`src/rtl/carbon_csr_init_pkg.sv`:
```
// carbon_csr_init_pkg: shared types for the CSR boot-table sequencer.
// State encoding, index/retry widths, and table size limit.
package carbon_csr_init_pkg;

  localparam int CARBON_CSR_INIT_MAX_ENTRIES = 256;
  localparam int IDX_W   = 8;
  localparam int RETRY_W = 3;

  typedef enum logic [2:0] {
    IDLE,
    ISSUE,
    WAIT,
    VERIFY,
    RELEASE,
    FAULT,
    DONE
  } state_t;

endpackage

```
`src/rtl/carbon_csr_init_seq.sv`:
```
// carbon_csr_init_seq: replays a CSR write table after reset, then runs the core.
// Optional readback check of each write: define CARBON_CSR_INIT_VERIFY_EN.
module carbon_csr_init_seq
  import carbon_csr_init_pkg::*;
#(
  parameter int N_ENTRIES = 6,
  parameter logic [((N_ENTRIES > 0) ? N_ENTRIES : 1)*32-1:0] INIT_ADDR = '0,
  parameter logic [((N_ENTRIES > 0) ? N_ENTRIES : 1)*32-1:0] INIT_DATA = '0,
  parameter int MAX_RETRIES = 1,
  parameter int TIMEOUT_CYC = 256,
  parameter bit HALT_ON_FAULT = 1
) (
  input  logic        clk,
  input  logic        rst,
  output logic        csr_start,
  output logic        csr_write,
  output logic [31:0] csr_addr,
  output logic [31:0] csr_wdata,
  input  logic        csr_busy,
  input  logic        csr_done,
  input  logic        csr_fault,
  input  logic [31:0] csr_rdata,
  output logic        halt_req,
  output logic        run_pulse,
  output logic        init_done,
  output logic        init_fault,
  output logic [7:0]  fault_index
);

  localparam int TW = $clog2(TIMEOUT_CYC + 1);

  state_t             state;
  logic [IDX_W-1:0]   idx;
  logic [RETRY_W-1:0] retry;
  logic [TW-1:0]      timer;
  logic               attempt_ok;
  logic               last;
  logic               timeout;

  // Table lookup follows the entry index; it only moves on success.
  assign csr_addr  = INIT_ADDR[idx*32 +: 32];
  assign csr_wdata = INIT_DATA[idx*32 +: 32];

  assign last    = (idx == IDX_W'(N_ENTRIES - 1));
  assign timeout = (timer == TW'(TIMEOUT_CYC - 1));

`ifdef CARBON_CSR_INIT_VERIFY_EN
  logic wr_q;
  assign csr_write  = wr_q;
  assign attempt_ok = !csr_fault && (wr_q || (csr_rdata == csr_wdata));
`else
  logic unused_rdata;
  assign csr_write    = 1'b1;
  assign attempt_ok   = !csr_fault;
  assign unused_rdata = ^csr_rdata;
`endif

  // Sequencer: issue, wait, retry or give up, then release the core.
  always_ff @(posedge clk or posedge rst) begin
    if (rst) begin
      state       <= IDLE;
      idx         <= '0;
      retry       <= '0;
      timer       <= '0;
      csr_start   <= 1'b0;
      halt_req    <= 1'b1;
      run_pulse   <= 1'b0;
      init_done   <= 1'b0;
      init_fault  <= 1'b0;
      fault_index <= '0;
`ifdef CARBON_CSR_INIT_VERIFY_EN
      wr_q        <= 1'b1;
`endif
    end else begin
      csr_start <= 1'b0;
      run_pulse <= 1'b0;
      unique case (state)
        IDLE: state <= (N_ENTRIES == 0) ? RELEASE : ISSUE;
        ISSUE: begin
          if (!csr_busy) begin
            csr_start <= 1'b1;
            timer     <= '0;
            state     <= WAIT;
`ifdef CARBON_CSR_INIT_VERIFY_EN
            wr_q      <= 1'b1;
`endif
          end
        end
`ifdef CARBON_CSR_INIT_VERIFY_EN
        VERIFY: begin
          if (!csr_busy) begin
            csr_start <= 1'b1;
            wr_q      <= 1'b0;
            timer     <= '0;
            state     <= WAIT;
          end
        end
`endif
        WAIT: begin
          timer <= timer + 1'b1;
          if (csr_done && attempt_ok) begin
`ifdef CARBON_CSR_INIT_VERIFY_EN
            if (wr_q) begin
              state <= VERIFY;
            end else begin
              retry <= '0;
              if (last) state <= RELEASE;
              else begin
                idx   <= idx + 1'b1;
                state <= ISSUE;
              end
            end
`else
            retry <= '0;
            if (last) state <= RELEASE;
            else begin
              idx   <= idx + 1'b1;
              state <= ISSUE;
            end
`endif
          end else if (csr_done || timeout) begin
            if (retry < RETRY_W'(MAX_RETRIES)) begin
              retry <= retry + 1'b1;
              state <= ISSUE;
            end else begin
              fault_index <= idx;
              init_fault  <= 1'b1;
              state       <= FAULT;
            end
          end
        end
        RELEASE: begin
          halt_req  <= 1'b0;
          run_pulse <= 1'b1;
          state     <= DONE;
        end
        FAULT: begin
          if (HALT_ON_FAULT) begin
            init_done <= 1'b1;
            state     <= DONE;
          end else begin
            state <= RELEASE;
          end
        end
        DONE: init_done <= 1'b1;
        default: state <= IDLE;
      endcase
    end
  end

endmodule

```
`config.mk`:
```
export PLATFORM = sky130hd
export DESIGN_NAME = carbon_csr_init_seq
export DESIGN_NICKNAME = d
export VERILOG_FILES = /design/src/rtl/carbon_csr_init_pkg.sv /design/src/rtl/carbon_csr_init_seq.sv
export SDC_FILE = /design/constraint.sdc
export NUM_CORES = 1
export LEC_CHECK = 0
export BUFFER_PORTS_ARGS = -buffer_cell sky130_fd_sc_hd__buf_2
export CAP_MARGIN = 20
export CORE_MARGIN = 2
export CORE_UTILIZATION = 40
export DETAILED_ROUTE_END_ITERATION = 10
export GPL_TIMING_DRIVEN = 0
export MAX_ROUTING_LAYER = met4
export PLACE_DENSITY = 0.73
export SLEW_MARGIN = 10
export SYNTH_ARGS = -nofsm -noshare
export SYNTH_HDL_FRONTEND = slang
export SYNTH_SLANG_ARGS = --single-unit
```
`constraint.sdc`:
```
create_clock -name clk -period 2.8 [get_ports clk]
set_input_delay 0.14 -clock clk [delete_from_list [all_inputs] [get_ports clk]]
set_output_delay 0.14 -clock clk [all_outputs]
set_load 0.03 [all_outputs]
```
Word-level counts from Yosys, hierarchy flattened --
Cells that the tools add are included.
Cells by class: $add $sub $neg 3, $lt $le $gt $ge 1, equality and inequality tests 9, shift operators 1, multiplexer cells 14, bitwise gates (word level) 4, reduce and logical (&&, ||, !) cells 14
Operators with widths (count):
- 192-bit by 14-bit variable part select with 32-bit output, first input constant | 1
- 3-bit 2-to-1 mux | 8
- 9-bit one-hot mux with 2 select lines | 1
- 3-bit one-hot mux with 5 select lines | 1
- 9-bit by 1-bit adder with 9-bit output, second input constant | 1
- 3-bit == test, second input constant | 3
- 9-bit by 8-bit == test with 1-bit output, second input constant | 1
- 9-bit 2-to-1 mux | 1
- 3-bit AND reduction | 3
- 8-bit by 1-bit adder with 8-bit output, second input constant | 1
- 8-bit by 3-bit == test with 1-bit output, second input constant | 1
- 2-bit nonzero test | 3
- 1-bit inverter | 4
- 4-bit AND reduction | 1
- 2-bit OR reduction | 2
- 3-bit by 1-bit adder with 3-bit output, second input constant | 1
- 3-bit by 1-bit == test with 1-bit output, second input constant | 1
- 3-bit by 2-bit == test with 1-bit output, second input constant | 1
- 3-bit zero test | 1
- 3-bit by 1-bit less-than comparator with 1-bit output, second input constant | 1
- 1-bit 2-to-1 mux | 3
- 3-bit inequality test, second input constant | 1
- 2-bit inequality test, second input constant | 1
- 2-bit AND reduction | 1
- 3 further kinds | 3
Word-level totals: register bits after elaboration 36, logic and storage cells 56

Logic depth before layout (Yosys ltp) --
Gate-level depths: netlist (run 1).
depth in word-level cells 5, mapped depth 8, gate-level depth less buffers 8

Worst setup path before layout (run 1) --
No wires, ideal clock.
path type register to register, from reg timer[0], to reg fault_index[0], library setup time 125 ps, arrival 1959 ps, required time 2675 ps, slack 716 ps, stages on the path, launching flop included 9, path buffers 0, clock period less this slack 2084 ps, path through dfrtp_1 ha_1 and3_1 and3_1 and3_1 ha_1 mux2i_1 nor3_4 mux2_2
On the way: cells in the longest elaborated chain, start to end 3
Ends and longest elaborated chain:
- start, declared | line carbon_csr_init_seq.sv:35 | logic [TW-1:0] timer;
- start signal, assigned | line carbon_csr_init_seq.sv:100 | timer <= timer + 1'b1;
- 9-bit by 8-bit == test with 1-bit output | line carbon_csr_init_seq.sv:45 | assign timeout = (timer == TW'(TIMEOUT_CYC - 1));
- 1-bit logical OR | line carbon_csr_init_seq.sv:121 | end else if (csr_done || timeout) begin
- 4-bit AND reduction (no line)
- end signal, assigned | line carbon_csr_init_seq.sv:126 | fault_index <= idx;
- end, declared | line carbon_csr_init_seq.sv:27 | output logic [7:0] fault_index
No other way between the ends. A chain may end at the register's enable or synchronous reset.

Worst setup path in the final report (run 1) --
from reg timer[0], to reg fault_index[2]
The elaborated chain is that of the path after synthesis.

==> run_results.csv, run 1 <==
group,metric,value,unit
critical_path,cp.required,2980,ps
timing,hold_violations,35,
die,pin_count,115,
die,die-area,5980,um2
clock_network,ctsHoldBuffers,0,
hold_path,worstHoldPathType,"in2async",
clock_network,cts.path.max_buffers,2,
clock_network,cts_buffers,5,
placed_design,dp_hpwl,2650,um
clock_network,clock_latency,290,ps
power_and_ir_drop,total_leakage_power,1.51,nW
grt,grt_pass1_wl,5830,um
cells_and_area,num_antenna_cells,0,
synth,ys_seq_area_share,41.9,%
power_and_ir_drop,power_density,715,nW/um2
status,status,"complete, but fails checks",
critical_path,r2r_cells,8,
critical_path,start_kind,"flip-flop",
synth,synth_xor_area_share,2.85,%
clock_network,cts-root-buf,"clkbuf_8",
critical_path,endpoint_kind,"flip-flop",
critical_path,crit_chain,"ha_1, and3_1, and3_1, and3_1, ha_1, mux2i_1, nor3_4, mux2_2",
detailed_routing,dr.pass1.iters,6,
critical_path,regToRegEndpoint,"fault_index[2]",
synth,synth_fa_ha_area_share,2.91,%
detailed_routing,drt_iter0_drc,122,
placed_design,port_buffers,17,
synth,synthMuxAreaShare,6.05,%
grt,grtUsageTotal,12.7,%
critical_path,worstPathArrival,2530,ps
synth,ys_async_sr_fraction,100,%
detailed_routing,vias,1508,
grt,grt-busiest-layer,"met2",
critical_path,rrSetupSlack,450,ps
synth,synth.distinct_cells,38,
synth,synth_cells,217,
timing,post-route-min-period,2350,ps
clock_network,ctsResizeCount,0,
timing,max_freq,425,MHz
placed_design,gp_congestion,0.817,
critical_path,reg2reg_from,"timer[0]",
timing,grt_setup_unrepaired,"no",
synth,synth-edff-count,0,
run,drv_cap,0,
critical_path,cp_common_cell,"and3_1",
clock_network,cts_tree,"yes",
synth,synth_warnings,0,
detailed_routing,wl_per_cell,9.37,um
synth,synth.ff_latch_count,36,
timing,clock_skew,9.15,ps
grt,met3_usage,3.95,%
detailed_routing,wl,3510,um
critical_path,cp_max_fo,9,
cells_and_area,drive_above_1_share,35.1,%
die,fp-row-count,26,
timing,worst_slack,448,ps
timing,slew_viol_final,0,
clock_network,htree_levels,2,
synth,synthSimpleGateAreaFrac,14.4,%
die,die_x,77.4,um
cells_and_area,syn2layout_area_growth,22.8,%
clock_network,cts_setup_buffers,0,
grt,grt_pass1_vias,1326,
timing,whs,-35.0,ps
timing,worstMarginPinSlew,749,ps
grt,antenna_found_initial,0,
synth,synthFlopType,"dfrtp_1",
clock_network,clkSlewWorstSetupHoldPaths,70,ps
grt,grt.met2_usage,19.7,%
power_and_ir_drop,vdd.ir_drop.worst,0.253,mV
die,fp.coreArea,5140,um2
die,initial_core_util,41.9,%
cells_and_area,num-nets-final,346,
timing,fin_crit_sh,84.0,%
grt,grt_max_degree,37,
die,die_h,77.4,um
detailed_routing,detail-route-antenna-nets,0,
detailed_routing,remaining_drc_errors,0,
grt,overflow,0,
timing,fin_tns_setup,0,ps
synth,synth_compound_area_share,5.99,%
timing,relSlewSlack,50.0,%
timing,finalSetupViolations,0,
placed_design,pre_cts_ws,449,ps
detailed_routing,vias_per_cell,4.02,
status,violations,"negative hold slack",
clock_network,clkSinkCount,36,
synth,synth_top_family_by_area,"buffers and inverters",
grt,grt_use_met1,14.6,%
critical_path,cpPeakStageDelay,430,ps
critical_path,path_class,"reg2reg",
synth,syn_area,2150,um2
synth,syn_area_per_cell,9.92,um2
critical_path,crit_slowest_cell,"nor3_4",
## power by group
part / internal, mW / switching [mW] / total [mW] / leakage (nW)
clock: 0.175 / 0.182 / 0.356 / 0.0422
combinational: 0.302 / 0.495 / 0.797 / 1.00
sequential: 0.649 / 0.0878 / 0.737 / 0.469
total: 1.13 / 0.765 / 1.89 / 1.51
## layout make-up
cell class / instances / area [um2]
plain buffers: 71 / 532
fillers: 497 / 2500
well taps: 70 / 87.6
inverters: 5 / 18.8
clock inverters: 1 / 5.00
flip-flops and latches: 36 / 902
repair buffers: 17 / 85.1
clock buffers: 7 / 76.3
multi-input cells: 168 / 936
## synthesized netlist by cell type (all sizes together) (3+ instances only)
| library cell | number | area share [%] |
|---|---|---|
| buf | 70 | 25 |
| nand3 | 5 | 1.2 |
| a21oi | 3 | 0.70 |
| o21ai | 8 | 1.9 |
| inv | 5 | 0.87 |
| nor2 | 16 | 2.8 |
| mux2i | 4 | 1.9 |
| xor2 | 5 | 2.0 |
| mux2 | 8 | 4.2 |
| nand2 | 12 | 2.1 |
| nand4 | 3 | 0.87 |
| and3 | 5 | 1.5 |
| dfrtp | 35 | 41 |
| nor3 | 4 | 1.5 |
| ha | 5 | 2.9 |
| nand2b | 3 | 0.87 |
## kinds of logic (layout without fill, tap and decap cells)
logic type / Yosys count / after routing
other cells: 2 / 65
xor+xnor: 7 / 7
compound gates: 20 / 20
flops: 36 / 36
mux: 12 / 12
simple gates: 59 / 59
buf+inv: 76 / 101
fa+ha+maj: 5 / 5
## worst max-delay path, delay by kind of cell (launching register included)
family        cells  cell delay (ps)
simple gates      4             1020
mux               2              490
fa+ha+maj         2              350
flops             1              380
## metal layers
layer	share of wire, %	up-vias
met1	41	683
met3	6.3	7
met5	0	-
met4	2.5	0
met2	50	51
li1	-	767
## cells in the final DEF (no fill, tap or decap), drive strengths merged
cell / netlist / final
buf: 70 / 87
conb: 2 / 65
dfrtp: 35 / 35
nor2: 16 / 16
nand2: 12 / 12
o21ai: 8 / 8
mux2: 8 / 8
clkbuf: 1 / 8
and3: 5 / 5
nand3: 5 / 5
xor2: 5 / 5
ha: 5 / 5
inv: 5 / 5
mux2i: 4 / 4
nor3: 4 / 4
nand2b: 3 / 3
a21oi: 3 / 3
nand4: 3 / 3
nor3b: 2 / 2
nor4b: 2 / 2
xnor2: 2 / 2
or2: 2 / 2
nor2b: 2 / 2
and2: 2 / 2
a21o: 2 / 2
or3b: 1 / 1
a31oi: 1 / 1
o22ai: 1 / 1
a221oi: 1 / 1
a32o: 1 / 1
a221o: 1 / 1
a22o: 1 / 1
o31ai: 1 / 1
clkinv: 0 / 1
dfstp: 1 / 1
## registers in the layout, summed over array words and instances, names as in the netlist
name,count
run_pulse,1
fault_index,8
init_fault,1
csr_start,1
halt_req,1
init_done,1
retry,3
idx,8
state,3
timer,9
## how the worst max path moves through the flow
stage,start,end,cells after the start
floorplan,timer[0],fault_index[0],8
global placement,timer[0],fault_index[2],8
detailed placement,timer[0],fault_index[3],8
CTS,timer[0],fault_index[3],8
global route,timer[0],fault_index[6],8
finish,timer[0],fault_index[2],8
## metrics by stage
| stage | hold slack, ps | instance area, um2 | power [mW] | util [%] | cells |
|---|---|---|---|---|---|
| floorplan | 241 | 2390 | 1.39 | - | 280 |
| global placement | 371 | 2560 | 1.51 | 49.8 | 367 |
| detailed placement | 319 | 2560 | 1.54 | 49.8 | 367 |
| CTS | 9.09 | 2640 | 1.90 | 51.4 | 375 |
| global route | 37.6 | 2640 | 2.03 | 51.4 | 375 |
| finish | -35.0 | 2640 | 1.89 | 51.4 | 375 |
(Power assumes the default switching activity.)
==> run 2: changes to the inputs <==
Clock period 2.8 ns to 2.5 ns, I/O delays scaled along.
==> run 2 against run 1 <==
Effect of this change: the flow now finishes without violations; via count stayed put; critical path depth is the same; sequential share of layout area decreased by 0.13 points; clock power up 12%; cell count increased by 0.27%; flip-flop and latch count unchanged; register-to-register slack worse by 300 ps; non-clock buffer count rose by 1; core utilization is 0.19 points higher; wire length is 0.34% higher; largest cell class unchanged.
==> run_results.csv, run 2 (synthesized netlist as in run 1, its figures left out) <==
group,metric,value,unit
status,status,"completed",
power_and_ir_drop,power,2.12,mW
placed_design,dp_hpwl,2650,um
clock_network,cts.path.max_buffers,2,
timing,fin_crit_sh,94.1,%
cells_and_area,fin_util,51.6,%
cells_and_area,fillers,498,
die,fp-row-count,26,
timing,hold_violations,0,
timing,post-route-min-period,2350,ps
critical_path,cp.required,2680,ps
timing,relSlewSlack,50.2,%
timing,whs,46.0,ps
detailed_routing,remaining_drc_errors,0,
detailed_routing,vias_per_cell,4.01,
detailed_routing,vias,1508,
timing,worstMarginPinSlew,745,ps
clock_network,cts_buffers,5,
detailed_routing,wl,3520,um
placed_design,gp_congestion,0.817,
die,pin_count,115,
timing,grt_setup_unrepaired,"no",
cells_and_area,final_common_cell,"buf_4",
cells_and_area,multi_input_area,936,um2
die,die-area,5980,um2
clock_network,clock_latency,290,ps
hold_path,worstHoldStart,"csr_busy",
cells_and_area,largest_reg_flops,9,
critical_path,reg2reg_from,"timer[0]",
clock_network,cts_setup_buffers,0,
grt,grtUsageTotal,12.7,%
clock_network,htree_levels,2,
clock_network,cts-root-buf,"clkbuf_8",
hold_path,holdPathEnd,"csr_start",
cells_and_area,syn2layout_area_growth,23.3,%
critical_path,cpLargestDelayFamily,"simple AND/OR/NAND/NOR gates",
critical_path,cp_common_cell,"and3_1",
critical_path,worstPathArrival,2530,ps
cells_and_area,drive_above_1_share,35.0,%
critical_path,rrSetupSlack,150,ps
die,die_h,77.4,um
critical_path,path_class,"reg2reg",
clock_network,cts_tree,"yes",
critical_path,r2r_cells,8,
hold_path,holdPathStages,2,
critical_path,crit_slowest_cell,"nor3_4",
die,fp.coreArea,5140,um2
grt,grt_max_degree,37,
grt,overflow,0,
clock_network,ctsHoldBuffers,1,
die,initial_core_util,41.9,%
grt,antenna_found_initial,0,
run,drv_cap,0,
clock_network,clkSlewWorstSetupHoldPaths,70,ps
critical_path,cp_max_fo,9,
cells_and_area,fin_area,2650,um2
clock_network,ctsResizeCount,0,
critical_path,cpPeakStageDelay,430,ps
detailed_routing,drt_iter0_drc,125,
die,die_x,77.4,um
placed_design,port_buffers,17,
cells_and_area,num-nets-final,347,
cells_and_area,top_regs,"timer: 9 flops, fault_index: 8 flops, idx: 8 flops",
critical_path,endpoint_kind,"flip-flop",
detailed_routing,detail-route-antenna-nets,0,
cells_and_area,num_antenna_cells,0,
power_and_ir_drop,power_density,799,nW/um2
critical_path,start_kind,"flip-flop",
detailed_routing,dr.pass1.iters,4,
timing,max_freq,425,MHz
cells_and_area,max_flop_register,"timer",
detailed_routing,wl_per_cell,9.37,um
hold_path,worstHoldPathType,"in2reg",
critical_path,critPathBufInv,0,
grt,grt_pass1_wl,5860,um
timing,slew_viol_final,0,
critical_path,crit_chain,"ha_1, and3_1, and3_1, and3_1, ha_1, mux2i_1, nor3_4, mux2_2",
timing,clock_skew,9.68,ps
clock_network,clkSinkCount,36,
power_and_ir_drop,total_leakage_power,1.52,nW
grt,grt_pass1_vias,1336,
timing,finalSetupViolations,0,
timing,fin_tns_setup,0,ps
cells_and_area,seq_area,902,um2
placed_design,dpl-instance-area,2560,um2
cells_and_area,final_cell_mix,"66 x buf_4, 65 x conb_1, 35 x dfrtp_1",
critical_path,regToRegEndpoint,"fault_index[2]",
power_and_ir_drop,vdd.ir_drop.worst,0.283,mV
-- run 2: worst reg2reg max path, cell delays in order (launching register included) --
cell	delay, ps
dfrtp_1	380
ha_1	200
and3_1	210
and3_1	200
and3_1	170
ha_1	150
mux2i_1	100
nor3_4	430
mux2_2	400
-- run 2: how the worst max path moves through the flow --
stage	start	end	slack, ps	depth (start not counted)
floorplan	timer[0]	fault_index[0]	420	8
global placement	timer[0]	fault_index[2]	200	8
detailed placement	timer[0]	fault_index[3]	150	8
CTS	timer[0]	fault_index[3]	150	8
global route	timer[0]	fault_index[6]	10	8
finish	timer[0]	fault_index[2]	150	8
-- run 2: cell type report --
cell class	instances	share of cell area (%)
Buffer	71	20.0
Timing Repair Buffer	18	3.58
Inverter	5	0.708
Clock buffer	7	2.88
Sequential cell	36	34.0
Tap cell	70	3.30
Multi-Input combinational cell	168	35.3
Clock inverter	1	0.189
-- run 2: power by group --
part	internal (mW)	switching [mW]	total, mW
Sequential	0.727	0.0982	0.825
Clock	0.195	0.204	0.399
Combinational	0.339	0.555	0.894
-- run 2: per-stage QoR --
step	setup WS (ps)	cells
floorplan	416	280
global placement	199	367
detailed placement	149	367
CTS	145	376
global route	14.3	376
finish	148	376
-- run 2: metal layers --
metal / wire length [um] / track usage, % / vias to the layer above / share of wire (%)
met2: 1760 / 19.8 / 49 / 50
met5: 0 / - / - / 0
li1: - / - / 771 / -
met1: 1450 / 14.6 / 681 / 41
met3: 220 / 3.95 / 7 / 6.2
met4: 89 / 7.32 / 0 / 2.5
